$ cat src/rtl/cdb_arbiter_if.sv
// rtl/cdb_arbiter_if.sv - requester and CDB signal bundle for the CDB arbiter
interface cdb_arbiter_if #(
   parameter int NUM_REQ   = 6,
   parameter int CDB_WIDTH = 3,
   parameter int TAG_W     = 5,
   parameter int XLEN      = 32
) ();
   logic [NUM_REQ-1:0]                  req_valid;
   logic [NUM_REQ-1:0][TAG_W-1:0]       req_rob_tag;
   logic [NUM_REQ-1:0][XLEN-1:0]        req_value;
   logic [NUM_REQ-1:0]                  req_ready;
   logic                                complete_en;
   logic [CDB_WIDTH-1:0]                cdb_valid;
   logic [CDB_WIDTH-1:0][TAG_W-1:0]     CDB_rob_num;
   logic [CDB_WIDTH-1:0][XLEN-1:0]      CDB_value;

   // Requester/ROB side: drives completions, observes grants and the CDB.
   modport master (
      output req_valid, req_rob_tag, req_value,
      input  req_ready, complete_en, cdb_valid, CDB_rob_num, CDB_value
   );

   // Arbiter side.
   modport slave (
      input  req_valid, req_rob_tag, req_value,
      output req_ready, complete_en, cdb_valid, CDB_rob_num, CDB_value
   );
endinterface

$ cat src/rtl/cdb_arbiter.sv
// rtl/cdb_arbiter.sv - round-robin multi-slot CDB arbiter with registered broadcast
module cdb_arbiter #(
   parameter int NUM_REQ   = 6,
   parameter int CDB_WIDTH = 3,
   parameter int ROB_SIZE  = 32,
   parameter int XLEN      = 32,
   localparam int TAG_W    = $clog2(ROB_SIZE),
   localparam int PTR_W    = (NUM_REQ > 1) ? $clog2(NUM_REQ) : 1
) (
   input  logic             clk,
   input  logic             reset,
   input  logic             flush,
   cdb_arbiter_if.slave     bus,
   output logic [PTR_W-1:0] rr_ptr_test
);
   localparam int CNT_W = $clog2(CDB_WIDTH + 1);
   localparam int SUM_W = PTR_W + 1;

   logic [PTR_W-1:0]                rr_ptr;
   logic [PTR_W-1:0]                rr_next;
   logic [PTR_W-1:0]                idx;
   logic [PTR_W-1:0]                last_idx;
   logic [SUM_W-1:0]                sum;
   logic [SUM_W-1:0]                inc;
   logic [CNT_W-1:0]                cnt;
   logic [NUM_REQ-1:0]              grant;
   logic [CDB_WIDTH-1:0]            nxt_valid;
   logic [CDB_WIDTH-1:0][TAG_W-1:0] nxt_tag;
   logic [CDB_WIDTH-1:0][XLEN-1:0]  nxt_value;
   logic [CDB_WIDTH-1:0]            cdb_valid_q;
   logic [CDB_WIDTH-1:0][TAG_W-1:0] cdb_tag_q;
   logic [CDB_WIDTH-1:0][XLEN-1:0]  cdb_value_q;

   // Scan from rr_ptr with wraparound, granting the first CDB_WIDTH valid requesters
   // and packing them into slots 0.. in scan order. Nothing is granted in reset or flush.
   always_comb begin
      grant     = '0;
      nxt_valid = '0;
      nxt_tag   = '0;
      nxt_value = '0;
      cnt       = '0;
      sum       = '0;
      idx       = '0;
      last_idx  = rr_ptr;
      for (int j = 0; j < NUM_REQ; j++) begin
         sum = {1'b0, rr_ptr} + SUM_W'(j);
         if (sum >= SUM_W'(NUM_REQ)) begin
            sum = sum - SUM_W'(NUM_REQ);
         end
         idx = sum[PTR_W-1:0];
         if (reset && !flush && bus.req_valid[idx] && (cnt < CNT_W'(CDB_WIDTH))) begin
            grant[idx]     = 1'b1;
            nxt_valid[cnt] = 1'b1;
            nxt_tag[cnt]   = bus.req_rob_tag[idx];
            nxt_value[cnt] = bus.req_value[idx];
            last_idx       = idx;
            cnt            = cnt + CNT_W'(1);
         end
      end
   end

   // Next start index is one past the last winner; unchanged when nobody won.
   always_comb begin
      inc     = {1'b0, last_idx} + SUM_W'(1);
      rr_next = rr_ptr;
      if (cnt != '0) begin
         rr_next = (inc >= SUM_W'(NUM_REQ)) ? '0 : inc[PTR_W-1:0];
      end
   end

   // CDB slot register and round-robin pointer; flush wipes both at the edge.
   always_ff @(posedge clk or negedge reset) begin
      if (!reset) begin
         rr_ptr      <= '0;
         cdb_valid_q <= '0;
         cdb_tag_q   <= '0;
         cdb_value_q <= '0;
      end else if (flush) begin
         rr_ptr      <= '0;
         cdb_valid_q <= '0;
         cdb_tag_q   <= '0;
         cdb_value_q <= '0;
      end else begin
         rr_ptr      <= rr_next;
         cdb_valid_q <= nxt_valid;
         cdb_tag_q   <= nxt_tag;
         cdb_value_q <= nxt_value;
      end
   end

   assign bus.req_ready   = grant;
   assign bus.cdb_valid   = cdb_valid_q;
   assign bus.CDB_rob_num = cdb_tag_q;
   assign bus.CDB_value   = cdb_value_q;
   assign bus.complete_en = |cdb_valid_q;
   assign rr_ptr_test     = rr_ptr;
endmodule

$ cat src/flat_wrapper.sv
// flat-port wrapper written by rule: the top's interface ports become plain ports
module cdb_arbiter_flat 
#(
   parameter int NUM_REQ   = 6,
   parameter int CDB_WIDTH = 3,
   parameter int ROB_SIZE  = 32,
   parameter int XLEN      = 32,
   localparam int TAG_W    = $clog2(ROB_SIZE),
   localparam int PTR_W    = (NUM_REQ > 1) ? $clog2(NUM_REQ) : 1
)
  (clk, reset, flush, rr_ptr_test, bus_req_valid, bus_req_rob_tag, bus_req_value, bus_req_ready, bus_complete_en, bus_cdb_valid, bus_CDB_rob_num, bus_CDB_value);
  cdb_arbiter_if #(.NUM_REQ(NUM_REQ), .CDB_WIDTH(CDB_WIDTH), .TAG_W((5)), .XLEN(XLEN)) bus_i ();
  input  logic clk;
  input  logic reset;
  input  logic flush;
  output logic [PTR_W-1:0] rr_ptr_test;
  input wire logic [$bits(bus_i.req_valid)-1:0] bus_req_valid;
  input wire logic [$bits(bus_i.req_rob_tag)-1:0] bus_req_rob_tag;
  input wire logic [$bits(bus_i.req_value)-1:0] bus_req_value;
  output wire logic [$bits(bus_i.req_ready)-1:0] bus_req_ready;
  output wire logic [$bits(bus_i.complete_en)-1:0] bus_complete_en;
  output wire logic [$bits(bus_i.cdb_valid)-1:0] bus_cdb_valid;
  output wire logic [$bits(bus_i.CDB_rob_num)-1:0] bus_CDB_rob_num;
  output wire logic [$bits(bus_i.CDB_value)-1:0] bus_CDB_value;
  assign bus_i.req_valid = bus_req_valid;
  assign bus_i.req_rob_tag = bus_req_rob_tag;
  assign bus_i.req_value = bus_req_value;
  assign bus_req_ready = bus_i.req_ready;
  assign bus_complete_en = bus_i.complete_en;
  assign bus_cdb_valid = bus_i.cdb_valid;
  assign bus_CDB_rob_num = bus_i.CDB_rob_num;
  assign bus_CDB_value = bus_i.CDB_value;
  cdb_arbiter #(.NUM_REQ(NUM_REQ), .CDB_WIDTH(CDB_WIDTH), .ROB_SIZE(ROB_SIZE), .XLEN(XLEN)) u_core (.clk(clk), .reset(reset), .flush(flush), .bus(bus_i), .rr_ptr_test(rr_ptr_test));
endmodule
$ cat config.mk
export PLATFORM = sky130hd
export DESIGN_NAME = cdb_arbiter_flat
export DESIGN_NICKNAME = d
export VERILOG_FILES = /design/src/rtl/cdb_arbiter_if.sv /design/src/rtl/cdb_arbiter.sv /design/src/flat_wrapper.sv
export SDC_FILE = /design/constraint.sdc
export NUM_CORES = 1
export LEC_CHECK = 0
export CAP_MARGIN = 30
export CELL_PAD_IN_SITES_DETAIL_PLACEMENT = 1
export CELL_PAD_IN_SITES_GLOBAL_PLACEMENT = 1
export CORE_MARGIN = 1.5
export CORE_UTILIZATION = 41
export DETAILED_ROUTE_END_ITERATION = 6
export PLACE_DENSITY_LB_ADDON = 0.1
export SLEW_MARGIN = 40
export SYNTH_ARGS = -nofsm -noshare
export SYNTH_HDL_FRONTEND = slang
export SYNTH_SLANG_ARGS = --single-unit
export TNS_END_PERCENT = 20
$ cat constraint.sdc
create_clock -name clk -period 18.9 [get_ports clk]
set_input_delay 4.725 -clock clk [delete_from_list [all_inputs] [get_ports clk]]
set_output_delay 4.725 -clock clk [all_outputs]
set_load 0.01 [all_outputs]
**Word-level counts from Yosys, hierarchy flattened**

Index checks and enable logic that the tools add are counted.

- Reduce and logical (&&, ||, !) cells: 27
- $add $sub $neg: 17
- Bitwise gates (word level): 10
- Order comparisons: 34
- Mux-type cells: 136

Operator list:

| operator | count |
|---|---|
| 32-bit binary-select mux with 3-bit select | 6 |
| 96-bit 2-to-1 mux | 6 |
| 96-bit bitwise mux | 5 |
| 32-bit 2-to-1 mux | 12 |
| 32-bit demux with 2-bit select | 5 |
| 5-bit binary-select mux with 3-bit select | 6 |
| 15-bit 2-to-1 mux | 6 |
| 15-bit bitwise mux | 5 |
| 3-bit 2-to-1 mux | 21 |
| 5-bit 2-to-1 mux | 12 |
| 5-bit demux with 2-bit select | 5 |
| 6-bit 2-to-1 mux | 6 |
| 6-bit bitwise OR | 5 |
| 4-bit by 3-bit >= comparator with 1-bit output, second input constant | 6 |
| 3-bit by 4-bit less-than comparator with 1-bit output, second input constant | 6 |
| 1-bit logical AND | 23 |
| 1-bit 2-to-1 mux | 19 |
| 1-bit binary-select mux with 3-bit select | 6 |
| 1-bit demux with 3-bit select | 6 |
| 3-bit by 1-bit >= comparator with 1-bit output, second input constant | 6 |
| 3-bit subtractor, second input constant | 6 |
| 2-bit by 3-bit less-than comparator with 1-bit output, second input constant | 5 |
| 3-bit bitwise OR | 4 |
| 2-bit by 1-bit adder with 2-bit output, second input constant | 5 |
| 12 further kinds | 32 |

- Flip-flop bits (word level): 117
- Output and inout bits: 124
- Word-level logic and storage cells: 232

**Longest topological paths before layout**

- Depth after elaboration: 26
- Gate-level depth with buffers: 43

**Worst setup path after synthesis**

OpenSTA, ideal clock, no wires.

- Kind: input port to output port
- Start point: input bus_req_valid[4]
- End point: output bus_req_ready[0]
- Data required time: 14.175 ns
- Data arrival time: 10.921 ns
- Slack: 3.254 ns
- Cell stages on the path: 28
- Cells stage by stage: mux2i_1 a221oi_1 o2111ai_4 inv_2 ha_1 a21oi_1 a21boi_1 fa_1 ha_1 a311oi_2 o31ai_2 o21a_1 nor2_2 inv_1 ha_1 nor3b_1 nand2_1 nor4b_1 a31o_2 buf_2 mux2_2 inv_1 ha_1 a211oi_1 o21ai_1 a211oi_2 a311oi_1 mux2i_1

- Word-level cells in the longest chain between the ends: 19
- Elaborated cells on any way between the ends: 48

Ends and longest elaborated chain:

| what | RTL line | RTL |
|---|---|---|
| start: declaration | flat_wrapper.sv:17 | `input wire logic [$bits(bus_i.req_valid)-1:0] bus_req_valid;` |
| 1-bit binary-select mux with 3-bit select | cdb_arbiter.sv:51 | `if (reset && !flush && bus.req_valid[idx] && (cnt < CNT_W'(CDB_WIDTH))) begin` |
| 1-bit 2-to-1 mux (not written as such) | cdb_arbiter.sv:51 |  |
| 1-bit logical AND | cdb_arbiter.sv:51 |  |
| 1-bit 2-to-1 mux | cdb_arbiter.sv:51 |  |
| 2-bit less-than comparator | cdb_arbiter.sv:51 |  |
| 1-bit logical AND | cdb_arbiter.sv:51 |  |
| 2-bit 2-to-1 mux | cdb_arbiter.sv:51 |  |
| 2-bit less-than comparator | cdb_arbiter.sv:51 |  |
| [... 3 more ...] | n/a |  |
| 1-bit logical AND | cdb_arbiter.sv:51 |  |
| 2-bit 2-to-1 mux | cdb_arbiter.sv:51 |  |
| 2-bit less-than comparator | cdb_arbiter.sv:51 |  |
| 1-bit logical AND | cdb_arbiter.sv:51 |  |
| 2-bit 2-to-1 mux | cdb_arbiter.sv:51 |  |
| 2-bit less-than comparator | cdb_arbiter.sv:51 |  |
| 1-bit logical AND | cdb_arbiter.sv:51 |  |
| 6-bit 2-to-1 mux * | cdb_arbiter.sv:51 |  |
| end: declaration | flat_wrapper.sv:20 | `output wire logic [$bits(bus_i.req_ready)-1:0] bus_req_ready;` |

Mark *: on every way between the ends. The rest lies on a longest branch, timed or not. The select of a mux whose other input is x is not followed.

**Worst setup path after layout**

Ends and elaborated chain as after synthesis.

==> flow_summary.toml <==
[grt]
grt_pass1_wl_microns = 129000
grt-ovfl-total = 0
grt_pass1_vias = 20972
antenna_found_initial = 2
grt_usage = 0.411
grt_max_degree = 100

[floorplanning]
core_sq_um = 38700
fp.dieH_microns = 201
io_pins = 355
initial_core_util = 0.416
dieWidth_microns = 201
rows = 72
dieArea_sq_um = 40500

[detailed_routing]
drc = 1
drt_iter0_drc = 2559
vias_per_cell = 7.08
wl_met3_microns = 9390
wl_microns = 85900
antenna_left = 0
wl_met1_microns = 33600
top_layer = "met5"
wire_per_inst_microns = 29.5
num_vias = 20602
wl_met2_microns = 38100
firstDrtPassIters = 7

[clocking]
root_buffer = "clkbuf_16"
clkLatencyLatePin_ns = 0.46
clk_pin_slew_ns = 0.06
cts.sinks = 117
htreeDepth = 4
numCtsBuffers = 17
cts-resized-gates = 0
postCtsHoldBufs = 0
cts_buffer_depth = 2
cts_setup_buffers = 0
cts_tree = "built"

[placement]
placedCellCount = 2876
dpl.hpwl_microns = 51500
place.gp.congestion = 0.904
portBuffers = 354
dpl_worst_slack_ns = 1.20

[pwr]
p_per_area_nw_per_um2 = 151
peakVddDrop_uv = 96.7
finalPower_uw = 3120
p_leak_uw = 0.00814

[sta]
worst_slew_pin_slew_ns = 0.886
finalHoldViolCount = 0
fmax_mhz = 56.3
period_minus_slack_ns = 17.76
layout_setup_ws_ns = 1.14
setup_violations = 0
finalCritPeriodShare = 0.940
rsz0062_at_grt = "no"
drv_slew = 0
clock_skew_ns = 0.00878
timing.setup.tns_ns = 0
max_slew_margin = 0.409

[setup_path]
arrival_ns = 13.04
endpoint_kind = "primary output"
crit_type = "primary input to primary output"
critPathLaunchType = "primary input"
path_max_fanout = 13
path_buf_inv = 5
worst_path_most_repeated_cell = "ha_1"
path_delay_family = "compound AO/OA/AOI/OAI gates"
slowest_delay_ns = 0.59
crit_required_ns = 14.18
cpMaxStageDelayCell = "clkdlybuf4s50_1"
r2r_setup_slack_ns = 8.34

[outcome]
violations = "DRC"
status = "finished, violations left"

[logic_synthesis]
synth-compound-area-share = 0.379
synth_nets = 2461
async_flop_share = 1.00
netlist.area_leader.share = 0.182
synth_top_area_cell = "dfrtp_1"
synth-seq-cells = 117
synth_xor_xnor_area_share = 0.00543
synthAdderAreaFrac = 0.0191
synth_top_family_by_area = "compound AO/OA/AOI/OAI gates"
netlist_top_cells_count = "nand2_1, o21ai_0, mux2i_1, a21oi_1, clkbuf_1"
synth_flop_cell = "dfrtp_1"
synthCells = 2206
synth-simple-area-share = 0.157
yosysUniqueCellTypes = 72
synth_seq_area_share = 0.182
synth_area_leaders = "dfrtp_1, mux2i_1, o21ai_0"
synth_mux_area_frac = 0.183
netlist_area_sq_um = 16100
syn_avg_cell_area_sq_um = 7.31
ys_warn_count = 0
synth_edf_count = 0
yosys.cell_count.top_type = "nand2_1"

[cells_and_area]
syn2layout_area_growth_pct = 27.8
fin_cells = 2909
antenna_cells = 0
drive_above_1_share = 0.0887
final_nets = 2633
final_core_util = 0.532

[run]
drv_cap = 0

[worst_hold_path]
worstHoldPathType = "register to register"
## final cells by class
class / count / area (sq um)
multi-input combinational: 1788 / 12200
sequential: 117 / 2930
clock buffer: 18 / 439
clock inverter: 14 / 175
fill: 4714 / 18100
timing repair buffer: 401 / 4000
inverter: 53 / 201
tap: 518 / 648
## registers in the layout (all words and copies together), names as in the netlist
signal / flops
u_core.bus.CDB_value: 96
u_core.bus.cdb_valid: 3
u_core.bus.CDB_rob_num: 15
u_core.rr_ptr_test: 3
## layout by cell type (no fill, tap or decap), types with 39 or more instances in the layout
| master | netlist | layout |
|---|---|---|
| a22oi_1 | 76 | 76 |
| dfrtp_1 | 117 | 116 |
| inv_1 | 49 | 49 |
| nand2_1 | 212 | 205 |
| o21ai_0 | 211 | 210 |
| o211ai_1 | 76 | 76 |
| mux2_2 | 77 | 77 |
| nor2_1 | 129 | 127 |
| nand3_1 | 124 | 124 |
| o22ai_1 | 39 | 39 |
| mux2i_1 | 206 | 205 |
| a21oi_1 | 202 | 199 |
| clkdlybuf4s50_1 | 0 | 353 |
## final timing paths
check                      depth (start not counted)                       end                   from
max in group asynchronous                          2  u_core.bus.CDB_value[48]                  reset
hold / removal                                     2     u_core.rr_ptr_test[2]  u_core.rr_ptr_test[2]
hold reg to reg                                    2     u_core.rr_ptr_test[2]  u_core.rr_ptr_test[2]
setup / recovery                                  30          bus_req_ready[0]       bus_req_valid[4]
min in group asynchronous                          1     u_core.rr_ptr_test[1]                  reset
setup reg to reg                                  34  u_core.bus.CDB_value[31]  u_core.rr_ptr_test[1]
## kinds of logic after synthesis
group                      after synthesis
adders and majority gates               24
muxes                                  284
AOI/OAI and AO/OA                      922
and+or+nand+nor                        548
xor gates and xnor gates                10
DFF                                    117
buffers and inverters                  301
## routing by layer
metal,global-route usage,vias up
met1,0.521,10089
met2,0.653,1458
met4,0.225,4
met5,0,-
met3,0.0870,358
li1,-,8693
## power breakdown
| group | switching, uW | internal [uW] |
|---|---|---|
| logic | 1530 | 866 |
| clock network | 146 | 212 |
| registers | 44.1 | 324 |
| total | 1720 | 1400 |
## worst min-delay path, cell delays in order, from the launching register on
cell and delay [ns]:
dfrtp_1 0.49, mux2i_1 0.21, a311oi_1 0.07
## through the flow
stage	area [sq um]	hold slack, ns
3_5_place_dp	20000	0.800
5_1_grt	20600	0.843
4_1_cts	20600	0.801
2_1_floorplan	16100	0.887
3_3_place_gp	19900	0.757
6_report	20600	0.817
No activity file was read; power rests on OpenSTA's default activity.
==> edit, RTL diff (config.mk and constraints unchanged) <==
`XLEN` is set to 32 in 3 places; all go to 64.
--- a/src/rtl/cdb_arbiter_if.sv
+++ b/src/rtl/cdb_arbiter_if.sv
@@ -5,3 +5,3 @@
    parameter int TAG_W     = 5,
-   parameter int XLEN      = 32
+   parameter int XLEN      = 64
 ) ();
--- a/src/rtl/cdb_arbiter.sv
+++ b/src/rtl/cdb_arbiter.sv
@@ -5,3 +5,3 @@
    parameter int ROB_SIZE  = 32,
-   parameter int XLEN      = 32,
+   parameter int XLEN      = 64,
    localparam int TAG_W    = $clog2(ROB_SIZE),
--- a/src/flat_wrapper.sv
+++ b/src/flat_wrapper.sv
@@ -6,3 +6,3 @@
    parameter int ROB_SIZE  = 32,
-   parameter int XLEN      = 32,
+   parameter int XLEN      = 64,
    localparam int TAG_W    = $clog2(ROB_SIZE),
Interface: changed (resized bus_CDB_value and bus_req_value); port bits go from 355 to 643. The function was not compared with the original's and may differ.
==> edit against the original RTL <==
  * Register-to-register slack worse by 1.5 ns
  * Routed wire length is 110% higher
  * Synthesized area is 74% higher
  * Largest cell class unchanged
  * Hold slack gained 0.055 ns
  * Core utilization grew 0.39 points
  * Total power up 61%
  * Design area is 76% higher
  * Sequential cell count is 96 higher
  * Worst setup slack worse by 0.58 ns
==> edit: results (changes against the original RTL) <==
Run status
  – Run status: finished clean (was finished with violations)

Clocking
  – H-tree lvl count: 2 (was 4)
  – Clock tree buffer depth: 3 (was 2)
  – Clk_lat worst skew: 0.58 ns (was 0.46 ns)
  – Number of buffers created by CTS: 34 (was 17)

GRT
  – Met1 usage: 59.5% (was 52.1%)
  – Global-route wire length before repair: 257,000 um (was 129,000 um)
  – Vias in the first global route: 38,203 (was 20,972)

Synth
  – Unique masters post-synth: 77 (was 72)
  – Post-synthesis xor/xnor area fraction: 0.370% (was 0.543%)
  – Synth top area cells: dfrtp_1, mux2_2, mux2i_1 (was dfrtp_1, mux2i_1, o21ai_0)
  – Syn_nets: 4,439 (was 2,461)
  – Adder-Cell Fraction of Synth Area: 1.10% (was 1.91%)
  – Synth cell count leaders: nor2_1, a21oi_1, o21ai_0 (was nand2_1, o21ai_0, mux2i_1)
  – Post-synthesis mux area share: 16.5% (was 18.3%)

Setup path
  – Critical Path Start: bus_req_valid[2] (was bus_req_valid[4])
  – Reg2Reg Setup Slack: 6.87 ns (was 8.34 ns)
  – Worst r2r dst: u_core.bus.CDB_value[191] (was u_core.bus.CDB_value[31])
  – CP max-delay cell: fa_1 (was clkdlybuf4s50_1)
  – Worst EP arrival: 13.62 ns (was 13.04 ns)

Placed design
  – Post-place setup slack: 0.524 ns (was 1.20 ns)
  – GPL Wtd Cong: 0.948 (was 0.904)
  – Port Buffer Count: 642 (was 354)

STA
  – Skew final: 0.0204 ns (was 0.00878 ns)
  – Final hold slack: 0.872 ns (was 0.817 ns)

Detailed routing
  – Total number of vias: 38,743 (was 20,602)
  – Via-to-Cell Ratio: 7.45 (was 7.08)
  – DR iter-0 viols: 4,962 (was 2,559)
  – Met1 WL: 63,200 um (was 33,600 um)

Pwr
  – Peak supply drop: 0.000161 V (was 0.0000967 V)
  – Lkg Pwr: 13.7 nW (was 8.14 nW)

Layout
  – Max FFs per register: 192 (was 96)
## edit: cell types whose count changed in the layout (fill, tap and decap cells not counted), moves of 65 or more
| cell | unedited run | this run |
|---|---|---|
| o32ai_1 | 1 | 68 |
| a211oi_1 | 3 | 130 |
| a21oi_1 | 199 | 360 |
| a311oi_1 | 2 | 67 |
| clkdlybuf4s50_1 | 353 | 641 |
| o21ai_0 | 210 | 347 |
| nor3_1 | 6 | 91 |
| o21ai_1 | 24 | 92 |
| mux2_2 | 77 | 213 |
| dfrtp_1 | 116 | 211 |
| a221oi_1 | 3 | 74 |
| nor2_1 | 127 | 561 |
| and3_1 | 2 | 130 |
## edit: layout make-up
class | instances | area (um^2)
repair buffers | 729 | 7320
multi-input cells | 3234 | 21000
flip-flops and latches | 213 | 5340
clock buffers | 54 | 1070
inverters | 78 | 295
diodes | 14 | 35.0
fillers | 8406 | 31300
well taps | 873 | 1090
clock inverters | 7 | 85.1
## edit: timing repair
action,CTS,global route
setup buffers,0,0
endpoints found under the setup margin,0,2
resized for setup,0,4
